[src/rtl/demux_pkg.sv]
// Shared definitions for the 1x2 packet demultiplexer.
//   state_t        : routing FSM state encoding
//   DEFAULT_WIDTH  : default payload width
//   DEFAULT_CNT_W  : default packet counter width
package demux_pkg;

   typedef enum logic [1:0] {
      IDLE  = 2'd0,
      LOCK0 = 2'd1,
      LOCK1 = 2'd2
   } state_t;

   localparam int DEFAULT_WIDTH = 8;
   localparam int DEFAULT_CNT_W = 8;

endpackage

[src/rtl/demux_out_slot.sv]
// One-entry output register slot (valid, data, last).
//   clk, rst              : clock, async active-high reset
//   load                  : capture load_data/load_last and set valid
//   load_data, load_last  : beat to capture
//   ready                 : downstream accepts the held beat
//   valid, data, last     : held beat presented downstream
module demux_out_slot #(
   parameter int WIDTH = 8
) (
   input  logic             clk,
   input  logic             rst,
   input  logic             load,
   input  logic [WIDTH-1:0] load_data,
   input  logic             load_last,
   input  logic             ready,
   output logic             valid,
   output logic [WIDTH-1:0] data,
   output logic             last
);

   logic drain;

   assign drain = valid && ready;

   // A load on the same edge as a drain wins, so the slot stays full with the
   // new beat. data/last only change on load, so they hold under backpressure.
   always_ff @(posedge clk or posedge rst) begin
      if (rst) begin
         valid <= 1'b0;
         data  <= '0;
         last  <= 1'b0;
      end else if (load) begin
         valid <= 1'b1;
         data  <= load_data;
         last  <= load_last;
      end else if (drain) begin
         valid <= 1'b0;
      end
   end

endmodule

[src/rtl/demux_1x2_stream.sv]
// Packet-aware 1-to-2 stream demultiplexer. The first beat of a packet picks
// the output port from s; the rest of the packet follows it regardless of s.
//   clk, rst                      : clock, async active-high reset
//   s                             : port select for a new packet (0 -> y0, 1 -> y1)
//   in_valid, in_data, in_last    : input stream
//   in_ready                      : input beat accepted this cycle
//   y0_valid/data/last, y0_ready  : output stream 0
//   y1_valid/data/last, y1_ready  : output stream 1
//   pkt_cnt0, pkt_cnt1            : complete packets delivered per port (wrapping)
//
// state | meaning
// ------+-----------------------------------------------------------
// IDLE  | between packets; routed port follows s
// LOCK0 | mid-packet locked to y0; s ignored until in_last accepted
// LOCK1 | mid-packet locked to y1; s ignored until in_last accepted
module demux_1x2_stream
   import demux_pkg::*;
#(
   parameter int WIDTH = DEFAULT_WIDTH,
   parameter int CNT_W = DEFAULT_CNT_W
) (
   input  logic             clk,
   input  logic             rst,
   input  logic             s,
   input  logic             in_valid,
   input  logic [WIDTH-1:0] in_data,
   input  logic             in_last,
   output logic             in_ready,
   output logic             y0_valid,
   output logic [WIDTH-1:0] y0_data,
   output logic             y0_last,
   input  logic             y0_ready,
   output logic             y1_valid,
   output logic [WIDTH-1:0] y1_data,
   output logic             y1_last,
   input  logic             y1_ready,
   output logic [CNT_W-1:0] pkt_cnt0,
   output logic [CNT_W-1:0] pkt_cnt1
);

   state_t state;
   state_t state_nxt;
   logic   route;
   logic   in_xfer;
   logic   load0;
   logic   load1;

   always_comb begin
      route = 1'b0;
      case (state)
         IDLE:    route = s;
         LOCK0:   route = 1'b0;
         LOCK1:   route = 1'b1;
         default: route = 1'b0;
      endcase
   end

   // Ready looks only at the routed slot, never at in_valid.
   assign in_ready = route ? (!y1_valid || y1_ready) : (!y0_valid || y0_ready);
   assign in_xfer  = in_valid && in_ready;
   assign load0    = in_xfer && !route;
   assign load1    = in_xfer && route;

   always_comb begin
      state_nxt = state;
      case (state)
         IDLE: begin
            if (in_xfer && !in_last)
               state_nxt = s ? LOCK1 : LOCK0;
         end
         LOCK0, LOCK1: begin
            if (in_xfer && in_last)
               state_nxt = IDLE;
         end
         default: state_nxt = IDLE;
      endcase
   end

   always_ff @(posedge clk or posedge rst) begin
      if (rst)
         state <= IDLE;
      else
         state <= state_nxt;
   end

   demux_out_slot #(.WIDTH(WIDTH)) u_slot0 (
      .clk       (clk),
      .rst       (rst),
      .load      (load0),
      .load_data (in_data),
      .load_last (in_last),
      .ready     (y0_ready),
      .valid     (y0_valid),
      .data      (y0_data),
      .last      (y0_last)
   );

   demux_out_slot #(.WIDTH(WIDTH)) u_slot1 (
      .clk       (clk),
      .rst       (rst),
      .load      (load1),
      .load_data (in_data),
      .load_last (in_last),
      .ready     (y1_ready),
      .valid     (y1_valid),
      .data      (y1_data),
      .last      (y1_last)
   );

   always_ff @(posedge clk or posedge rst) begin
      if (rst) begin
         pkt_cnt0 <= '0;
         pkt_cnt1 <= '0;
      end else begin
         if (y0_valid && y0_ready && y0_last)
            pkt_cnt0 <= pkt_cnt0 + CNT_W'(1);
         if (y1_valid && y1_ready && y1_last)
            pkt_cnt1 <= pkt_cnt1 + CNT_W'(1);
      end
   end

endmodule
[config.mk]
export PLATFORM = sky130hd
export DESIGN_NAME = demux_1x2_stream
export DESIGN_NICKNAME = d
export VERILOG_FILES = /design/src/rtl/demux_pkg.sv /design/src/rtl/demux_out_slot.sv /design/src/rtl/demux_1x2_stream.sv
export SDC_FILE = /design/constraint.sdc
export NUM_CORES = 1
export LEC_CHECK = 0
export BUFFER_PORTS_ARGS = -buffer_cell sky130_fd_sc_hd__buf_2
export CAP_MARGIN = 20
export CORE_MARGIN = 2
export CORE_UTILIZATION = 40
export DETAILED_ROUTE_END_ITERATION = 10
export MAX_ROUTING_LAYER = met4
export PLACE_DENSITY = 0.65
export SKIP_CTS_REPAIR_TIMING = 1
export SYNTH_ARGS = -nofsm -noshare
export SYNTH_HDL_FRONTEND = slang
export SYNTH_SLANG_ARGS = --single-unit
[constraint.sdc]
create_clock -name clk -period 3.9 [get_ports clk]
set_clock_uncertainty 0.05 [all_clocks]
set_input_delay 0.39 -clock clk [delete_from_list [all_inputs] [get_ports clk]]
set_output_delay 0.39 -clock clk [all_outputs]
set_load 0.03 [all_outputs]
======== After elaboration in Yosys (flattened, before gate mapping) ========
Index checks and enable logic that the tools add are counted.
Widths: inputs -> output; s select.
word-level totals
  word-level logic and storage cells ...... 45
  output and inout port bits .............. 37
  bits of input ports ..................... 15
  flip-flop bits (word level) ............. 38
operators by class
  reduce and logical (&&, ||, !) cells .... 20
  equality and inequality tests ........... 4
  add/subtract/negate cells ............... 2
  mux-type cells .......................... 10
operators by type and width
  operator             number
  $add 8x1->8 const B  2
  $logic_and 1x1->1    9
  $mux 2               3
  $mux 1               5
  $logic_not 1->1      4
  $ne 2x2->1 const B   2
  $pmux 2 s2           1
  $reduce_bool 2->1    2
  $eq 2x1->1 const B   1
  $eq 2x2->1 const B   1
  $logic_not 2->1      1
  $logic_or 1x1->1     2
  $pmux 1 s2           1
  $reduce_and 2->1     1
  $reduce_or 2->1      1

======== Depth between registers and ports, before layout ========
Gate-level depths: netlist of the first run.
  depth after elaboration ................. 7
  depth in mapped cells ................... 7
  mapped depth without buffers ............ 6

======== Cells and area by module ========
A second synthesis of the first run with hierarchy kept.
second synthesis, totals
  cell total of the unflattened synthesis .. 126
  area, all modules ....................... 1717.9 um^2
modules (own cells, without submodules)
  module            area an instance (um^2)  instances  cells an instance
  demux_1x2_stream  892.1                    1          80
  demux_out_slot    412.9                    2          23

======== Least setup slack after synthesis of the first run ========
No wires, ideal clock.
  kind .................................... reg2out
  start point ............................. reg state[0]
  end point ............................... out in_ready
  slack ................................... 2.191 ns
  buffers on the path ..................... 0
  arrival time ............................ 1.269 ns
  stages on the path, launching flop included .. 5
  cells stage by stage .................... dfrtp_1 inv_1 ha_1 a21oi_2 mux2_2
between the ends
  word-level cells in the longest chain between the ends .. 3
  elaborated cells between the ends (all ways) .. 4
  classes of those cells .................. 1 x eq/ne; 2 x mux; 1 x reduce/logical
ends and longest elaborated chain
  element                                               RTL line                text
  start: declaration                                    demux_1x2_stream.sv:41  state_t state;
  start signal: assignment                              demux_1x2_stream.sv:83  state <= state_nxt;
  $eq 2x2->1 / $logic_not 2->1 (equally long branches)  demux_1x2_stream.sv:50  case (state)
  $pmux 1 s2 *                                          demux_1x2_stream.sv:50
  $mux 1 *                                              demux_1x2_stream.sv:59  assign in_ready = route ? (!y1_valid || y1_ready) : (!y0_valid || y0_ready);
  end: declaration                                      demux_1x2_stream.sv:28  output logic in_ready,
Mark *: on every way between the ends. The rest lies on a longest branch, timed or not.

======== Worst setup path in the final report of the first run ========
Same ends and word-level chain as after synthesis.

==> impl_metrics.env, run 1 <==
export IMPL_cp_arrival_ps=1770
export IMPL_pwr_share_seq_pct=36.3
export IMPL_first_global_vias=1096
export IMPL_synth_cell_types=25
export IMPL_rows=23
export IMPL_r2r_end="state[0]"
export IMPL_cp_data_required_time_ps=3460
export IMPL_cts_buffers=5
export IMPL_grt_use_met1_pct=17.4
export IMPL_yosysSeqAreaShare_pct=57.8
export IMPL_grtUsageMet2_pct=23.8
export IMPL_yosysWarnings=0
export IMPL_grtUsageTotal_pct=15.1
export IMPL_clkPwrFrac_pct=17.0
export IMPL_synth_cells=117
export IMPL_clockBufferDepth=2
export IMPL_r2r_start="state[0]"
export IMPL_drive_above_1_share_pct=49.7
export IMPL_wirelength_um=3010
export IMPL_worst_r2r_cell_count=6
export IMPL_grt_pass1_wl_um=4940
export IMPL_path_class="reg2out"
export IMPL_layout_min_cycle_time_ps=2210
export IMPL_slowest_delay_ps=390
export IMPL_drt_pass1_iter_count=4
export IMPL_synthMuxAreaShare_pct=15.5
export IMPL_reg2reg_setup_slack_ps=1970
export IMPL_endpoint="in_ready"
export IMPL_globalplace_congestion=0.710
export IMPL_drv_slew=0
export IMPL_syn_area_per_cell_um2=14.1
export IMPL_cts_tree="done"
export IMPL_syn_area_um2=1650
export IMPL_clk_root_buffer_cell="clkbuf_8"
export IMPL_p_int_mw=1.06
export IMPL_grt_start_max_net_pins=39
export IMPL_ios=52
export IMPL_ys_ff_latch=38
export IMPL_coreArea_um2=3970
export IMPL_critPathMaxFanout=6
export IMPL_max_cap_violations=0
export IMPL_peakVddDrop_mv=0.379
export IMPL_power_mw=1.83
export IMPL_initial_core_util_pct=41.4
export IMPL_fmax_ghz=0.452
export IMPL_clk_pin_slew_ps=70
export IMPL_port_buffers=51
export IMPL_antenna_found_initial=0
export IMPL_setup_viol=0
export IMPL_die_y_um=68.1
export IMPL_drc=0
export IMPL_fin_util_pct=51.8
export IMPL_status="finished clean"
export IMPL_postRouteAntennaNets=0
export IMPL_p_leak_nw=1.04
export IMPL_fin_crit_sh_pct=56.7
export IMPL_cp_num_cells=5
export IMPL_path_delay_family="flip-flops"
export IMPL_startpoint="state[0]"
export IMPL_hold_path_class="in2async"
export IMPL_fp_dieArea_um2=4640
export IMPL_area_growth_pct=25.1
export IMPL_p_sw_share_pct=42.3
export IMPL_power_density_nw_per_um2=889
export IMPL_placed_area_um2=1950
export IMPL_synth_xor_area_share_pct=7.45
export IMPL_nNetsFinal=193
export IMPL_cts_max_level=2
export IMPL_mostFrequentLayoutCells="buf_2 (51), dfrtp_1 (38), mux2_2 (20)"
export IMPL_maxSlewHeadroom_pct=68.8
export IMPL_grt_overflow_total=0
export IMPL_layout_commonest_cell="buf_2"
export IMPL_synth_fp_nets=136
export IMPL_final_cell_area_um2=2060
export IMPL_synth_compound_area_share_pct=2.81
export IMPL_rsz0062_at_grt="false"
export IMPL_hpwl_um=2180
export IMPL_vias=1120
export IMPL_crit_buf_inv=2
export IMPL_diodes=0
export IMPL_cts_sinks=38
export IMPL_fin_hold_ws_ps=143
export IMPL_path_cells="inv_1 -> ha_1 -> a21oi_2 -> mux2_2 -> buf_2"
export IMPL_yosys_area_share_simple_pct=11.3
export IMPL_drtIter0Drc=57
export IMPL_synthAdderAreaFrac_pct=3.04
export IMPL_insertion_delay_ps=290
export IMPL_grt_use_met3_pct=4.11
export IMPL_synth_top_family_by_area="multiplexers"
export IMPL_hold_viol=0
export IMPL_wire_per_inst_um=13.4
export IMPL_final_setup_tns_ps=0
export IMPL_worstSetupStartpointType="flop"
export IMPL_switching_power_mw=0.773
export IMPL_tightest_slew_ps=467
export IMPL_die_width_um=68.1
export IMPL_avgViaCountPerCell=4.98
export IMPL_crit_path_top_delay_cell="dfrtp_1"
export IMPL_grt_busiest_layer="met2"
export IMPL_combPwrFrac_pct=46.8
export IMPL_cp_end_kind="output port"
worst min path at each step:
stage | end | cells after the start
2_1_floorplan | state[1] | 2
3_3_place_gp | pkt_cnt1[7] | 1
3_5_place_dp | pkt_cnt1[7] | 1
4_1_cts | pkt_cnt1[7] | 3
5_1_grt | pkt_cnt1[7] | 3
6_report | pkt_cnt1[4] | 3
state kept, by name, summed over array words and instances (netlist names):
| name | count |
|---|---|
| u_slot1.last | 1 |
| u_slot0.last | 1 |
| pkt_cnt0 | 8 |
| state | 2 |
| pkt_cnt1 | 8 |
| u_slot0.valid | 1 |
| u_slot1.valid | 1 |
| u_slot0.data | 8 |
| u_slot1.data | 8 |
stage by stage:
step	setup slack [ps]	instances
floorplan	2190	117
global placement	2060	217
finish	1690	225
global route	1560	225
detailed placement	1960	217
CTS	1660	225
logic make-up after synthesis:
| kind of cell | after synthesis |
|---|---|
| AOI/OAI and AO/OA | 6 |
| xor gates and xnor gates | 14 |
| adders and majority gates | 4 |
| buffers and inverters | 5 |
| DFF | 38 |
| muxes | 22 |
| and+or+nand+nor | 28 |
power by group through the flow:
stage,clock network [mW],registers [mW],logic [mW]
2_1_floorplan,0,0.950,0.358
3_3_place_gp,0,0.660,0.843
3_5_place_dp,0,0.669,0.868
4_1_cts,0.322,0.666,0.868
5_1_grt,0.339,0.688,0.923
6_report,0.310,0.664,0.856
worst register-to-register path, stage by stage, from the launching register on:
cell and delay [ps]:
dfrtp_1 390, inv_1 80, ha_1 270, a21oi_2 220
nand3_2 300, a222oi_1 430, a41o_1 130
Yosys cell counts:
master	instances	area share (%)
and3_1	4	1.5
a41o_1	1	0.61
buf_6	2	1.4
dfrtp_1	38	58
a31oi_1	1	0.38
and4_1	2	1.1
or4bb_2	1	0.76
o22ai_1	1	0.38
ha_1	4	3.0
nand3b_4	1	1.2
nand2b_1	2	0.76
mux2_4	2	1.8
xnor2_1	12	6.4
nand2_1	3	0.68
or2_2	1	0.38
mux2_2	20	14
nand4_1	2	0.76
a21oi_2	1	0.53
or3b_1	1	0.53
inv_1	3	0.68
xor2_1	2	1.1
a222oi_1	1	0.61
a21oi_1	1	0.30
nand3_1	10	3.0
nand3_2	1	0.61
cell type report:
| type | instances | area [µm²] |
|---|---|---|
| inverter | 3 | 11.3 |
| multi-input combinational | 74 | 661 |
| timing repair buffer | 52 | 263 |
| fill | 367 | 1910 |
| clock buffer | 8 | 110 |
| sequential | 38 | 951 |
| tap | 50 | 62.6 |
routing by layer:
metal  vias up  share of wire [%]
li1        528                  -
met1       544                 43
met2        43                 48
met3         5                7.4
met4         0                1.6
met5         -                  0
No activity file was read; power rests on OpenSTA's default activity.
==> run 2: changes to the inputs <==
ABC_AREA = 1   (was not set)
clock period = 2.1 ns   (was 3.9 ns; I/O delays follow)
==> impl_metrics.env, run 2 <==
export IMPL_layout_min_cycle_time_ps=1760
export IMPL_area_growth_pct=25.6
export IMPL_vias=1241
export IMPL_nNetsFinal=240
export IMPL_synth_cells=164
export IMPL_wirelength_um=3160
export IMPL_synth_async_reset_ratio_pct=100
export IMPL_first_global_vias=1137
export IMPL_path_class="reg2out"
export IMPL_synth_edf_count=0
export IMPL_layout_commonest_cell="buf_2"
export IMPL_fin_ws_ps=342
export IMPL_synth_top_area_share_pct=57.7
export IMPL_cts_max_level=2
export IMPL_tightest_slew_ps=478
export IMPL_drt_pass1_iter_count=4
export IMPL_fillers=387
export IMPL_pre_cts_ws_ps=594
export IMPL_clk_pin_slew_ps=70
export IMPL_highest_signal_layer="met4"
export IMPL_yosysWarnings=0
export IMPL_grt_overflow_total=0
export IMPL_die_width_um=68.2
export IMPL_drtIter0Drc=73
export IMPL_maxSlewHeadroom_pct=68.1
export IMPL_cts_sinks=38
export IMPL_hpwl_um=2360
export IMPL_cp_end_kind="output port"
export IMPL_critPathMaxFanout=4
export IMPL_met2_length_um=1480
export IMPL_worstSetupStartpointType="flop"
export IMPL_globalplace_congestion=0.717
export IMPL_diodes=0
export IMPL_coreArea_um2=3970
export IMPL_fin_crit_sh_pct=83.7
export IMPL_fmax_ghz=0.569
export IMPL_clockBufferDepth=2
export IMPL_met3_length_um=171
export IMPL_grt_pass1_wl_um=5100
export IMPL_insertion_delay_ps=280
export IMPL_ys_flop_type="dfrtp_1"
export IMPL_postRouteAntennaNets=0
export IMPL_wire_per_inst_um=11.6
export IMPL_power_density_nw_per_um2=1520
export IMPL_synth_cell_types=19
export IMPL_die_y_um=68.2
export IMPL_fin_hold_ws_ps=-19.0
export IMPL_fin_util_pct=52.1
export IMPL_fp_dieArea_um2=4650
export IMPL_power_mw=3.15
export IMPL_yosys_top_cells_count="dfrtp_1 (38), nand2_1 (35), inv_1 (18), o21ai_1 (18), xor2_1 (11)"
export IMPL_max_cap_violations=0
export IMPL_cts_buffers=5
export IMPL_ios=52
export IMPL_grtUsageTotal_pct=15.3
export IMPL_grt_start_max_net_pins=39
export IMPL_hold_viol=38
export IMPL_p_leak_nw=1.17
export IMPL_fin_cells=272
export IMPL_rows=23
export IMPL_synth_area_leaders="dfrtp_1 (58%), nand2_1 (8.0%), xor2_1 (5.8%), o21ai_1 (5.5%), inv_1 (4.1%)"
export IMPL_clk_root_buffer_cell="clkbuf_8"
export IMPL_synth_fp_nets=183
export IMPL_syn_area_um2=1650
export IMPL_port_buffers=51
export IMPL_r2r_start="state[0]"
export IMPL_worst_r2r_cell_count=11
export IMPL_drc=0
export IMPL_mostFrequentLayoutCells="buf_2 (51), dfrtp_1 (38), nand2_1 (35)"
export IMPL_ys_ff_latch=38
export IMPL_status="complete, but fails checks"
export IMPL_hold_path_class="in2async"
export IMPL_syn_area_per_cell_um2=10.0
export IMPL_seq_area_um2=951
export IMPL_initial_core_util_pct=41.5
export IMPL_r2r_end="state[1]"
export IMPL_cp_arrival_ps=1500
export IMPL_violations="negative hold slack"
export IMPL_avgViaCountPerCell=4.56
export IMPL_final_cell_area_um2=2070
export IMPL_reg2reg_setup_slack_ps=580
export IMPL_final_setup_tns_ps=0
export IMPL_yosysTopAreaCell="dfrtp_1"
export IMPL_cts_tree="done"
export IMPL_setup_viol=0
export IMPL_peakVddDrop_mv=0.706
export IMPL_antenna_found_initial=0
export IMPL_cp_data_required_time_ps=1840
export IMPL_yosysSeqAreaShare_pct=57.7
export IMPL_met1_length_um=1480
export IMPL_drv_slew=0
export IMPL_drive_above_1_share_pct=33.3
export IMPL_placed_area_um2=1960
export IMPL_dp_cells=264
export IMPL_multi_input_area_um2=608
export IMPL_yosysMostFrequentCell="dfrtp_1"
export IMPL_rsz0062_at_grt="false"
-- run 2: kinds of logic after synthesis --
family,count (synthesis),share of synthesized area [%]
AO/OA/AOI/OAI,18,5.47
XOR/XNOR,14,7.44
AND/OR/NAND/NOR,66,20.3
multiplexers,1,0.683
buffers and inverters,23,5.39
flip-flops,38,57.7
adder cells (fa/ha/maj),4,3.04
-- run 2: cell type report --
cell class,instances,share of cell area (%)
sequential,38,45.9
multi-input combinational,103,29.4
timing repair buffer,52,12.7
inverter,21,3.81
clock buffer,7,3.69
tap,50,3.02
clock inverter,1,1.45
-- run 2: per-layer routing --
layer,GRT usage [%],vias to the layer above
met2,24.9,33
met1,18.1,573
met4,5.25,0
met3,4.61,5
li1,-,630
met5,-,-
-- run 2: how the worst max path moves through the flow --
stage                     cells after the start      from        to
after floorplan                              11  state[0]  state[1]
after global placement                       11  state[0]  state[1]
final                                         7  state[0]  in_ready
after CTS                                     7  state[1]  in_ready
after detailed placement                     11  state[1]  state[1]
after global routing                          7  state[0]  in_ready
-- run 2: where the power goes --
part	switching (mW)	leakage, nW	total, mW	internal [mW]
logic	0.975	0.638	1.39	0.412
registers	0.189	0.478	1.18	0.993
clock network	0.229	0.0524	0.584	0.355
-- run 2: critical path: stages (launching register included) --
cell,delay (ps)
dfrtp_1,380
inv_1,80
ha_1,210
nand2_2,140
nand2_4,100
nand2_2,50
nand2_2,80
buf_2,190
==> run 3: changes to the inputs <==
PLACE_DENSITY = 0.68   (was 0.65)
clock period = 1.45 ns   (was 2.1 ns; I/O delays follow)
==> impl_metrics.env, run 3 (same netlist as run 2, synthesis figures left out) <==
export IMPL_grt_overflow_total=0
export IMPL_dp_cells=264
export IMPL_fp_dieArea_um2=4650
export IMPL_ios=52
export IMPL_cp_data_required_time_ps=1250
export IMPL_fillers=366
export IMPL_cp_end_kind="output port"
export IMPL_fin_cells=273
export IMPL_startpoint="state[0]"
export IMPL_globalplace_congestion=0.817
export IMPL_max_cap_violations=0
export IMPL_insertion_delay_ps=280
export IMPL_multi_input_area_um2=638
export IMPL_grt_start_max_net_pins=39
export IMPL_drive_above_1_share_pct=35.9
export IMPL_fin_ws_ps=-73.9
export IMPL_hold_viol=0
export IMPL_fin_crit_sh_pct=105
export IMPL_crit_path_top_delay_cell="dfrtp_1"
export IMPL_maxSlewHeadroom_pct=69.1
export IMPL_drc=0
export IMPL_nNetsFinal=241
export IMPL_rsz0062_at_grt="true"
export IMPL_area_growth_pct=27.5
export IMPL_r2r_start="state[0]"
export IMPL_status="complete, but fails checks"
export IMPL_grtUsageMet2_pct=25.6
export IMPL_cts_max_level=2
export IMPL_setup_viol=1
export IMPL_power_density_nw_per_um2=2170
export IMPL_postRouteAntennaNets=0
export IMPL_fin_hold_ws_ps=66.0
export IMPL_final_cell_area_um2=2100
export IMPL_rows=23
export IMPL_clk_pin_slew_ps=70
export IMPL_hold_start="in_data[3]"
export IMPL_slowest_delay_ps=390
export IMPL_drt_pass1_iter_count=4
export IMPL_grt_pass1_wl_um=5180
export IMPL_p_leak_nw=1.18
export IMPL_drtIter0Drc=52
export IMPL_drv_slew=0
export IMPL_mostFrequentLayoutCells="buf_2 (50), dfrtp_1 (38), nand2_1 (35)"
export IMPL_grt_busiest_layer="met2"
export IMPL_peakVddDrop_mv=1.03
export IMPL_wirelength_um=3040
export IMPL_cts_sinks=38
export IMPL_clk_root_buffer_cell="clkbuf_8"
export IMPL_die_width_um=68.2
export IMPL_avgViaCountPerCell=4.63
export IMPL_cp_arrival_ps=1330
export IMPL_placed_area_um2=1980
export IMPL_critPathMaxFanout=3
export IMPL_die_y_um=68.2
export IMPL_grt_use_met1_pct=17.7
export IMPL_grtUsageTotal_pct=15.7
export IMPL_cts_buffers=5
export IMPL_antenna_found_initial=0
export IMPL_seq_area_um2=951
export IMPL_fin_util_pct=52.9
export IMPL_layout_commonest_cell="buf_2"
export IMPL_hpwl_um=2170
export IMPL_vias=1265
export IMPL_port_buffers=51
export IMPL_worstSetupStartpointType="flop"
export IMPL_cts_tree="done"
export IMPL_diodes=0
export IMPL_hold_path_class="in2reg"
export IMPL_initial_core_util_pct=41.5
export IMPL_fmax_ghz=0.656
export IMPL_first_global_vias=1190
export IMPL_path_cells="inv_2 -> ha_2 -> inv_2 -> nand2_4 -> nand2_2 -> nand2_4 -> buf_6"
export IMPL_power_mw=4.55
export IMPL_crit_buf_inv=3
export IMPL_wire_per_inst_um=11.1
export IMPL_path_class="reg2out"
export IMPL_clockBufferDepth=2
export IMPL_violations="negative setup slack"
export IMPL_path_delay_family="flip-flops"
export IMPL_coreArea_um2=3970
export IMPL_tightest_slew_ps=464
export IMPL_layout_min_cycle_time_ps=1520
export IMPL_grt_use_met3_pct=6.09
-- run 3: cell count changes in the layout (fill, tap and decap cells not counted), sizes merged --
cell	change
dlygate4sd3	+1
clkinv	+1
bufinv	-1
-- run 3: final timing paths --
| path | cells past startpoint | slack [ps] | to |
|---|---|---|---|
| setup / recovery | 7 | -70 | in_ready |
| hold / removal | 3 | 70 | u_slot0.data[3] |
| setup reg to reg | 11 | 20 | state[0] |
| hold reg to reg | 1 | 410 | pkt_cnt0[7] |
| max in group asynchronous | 4 | 560 | u_slot1.data[2] |
| min in group asynchronous | 4 | 460 | pkt_cnt1[7] |
-- run 3: worst register-to-register path: cells and delay by family, from the launching register on --
family	cells	cell delay, ps
flops	1	390
fa+ha+maj	1	180
buf+inv	2	150
simple gates	8	540
-- run 3: layout make-up --
cell class | count | share of cell area (%)
clock buffer | 7 | 4.11
clock inverter | 1 | 0.238
inverter | 21 | 3.75
multi-input combinational | 103 | 30.4
sequential | 38 | 45.3
tap | 50 | 2.98
timing repair buffer | 53 | 13.3
-- run 3: metal layers --
layer / vias to the layer above / part of all wire, %
met5: - / 0
met1: 586 / 46
met2: 43 / 46
li1: 632 / -
met3: 4 / 7.4
met4: 0 / 0.82
-- run 3: per-stage QoR --
stage | setup TNS [ps] | worst slack, ps
2_1_floorplan | 0 | 10.1
3_3_place_gp | 0 | 34.3
3_5_place_dp | -8.65 | -5.36
4_1_cts | -269 | -208
5_1_grt | -355 | -144
6_report | -73.9 | -73.9
-- run 3: where the power goes --
group          internal [mW]  switching [mW]
Sequential              1.44           0.284
Clock                  0.383           0.344
Combinational          0.666            1.44
Total                   2.49            2.07
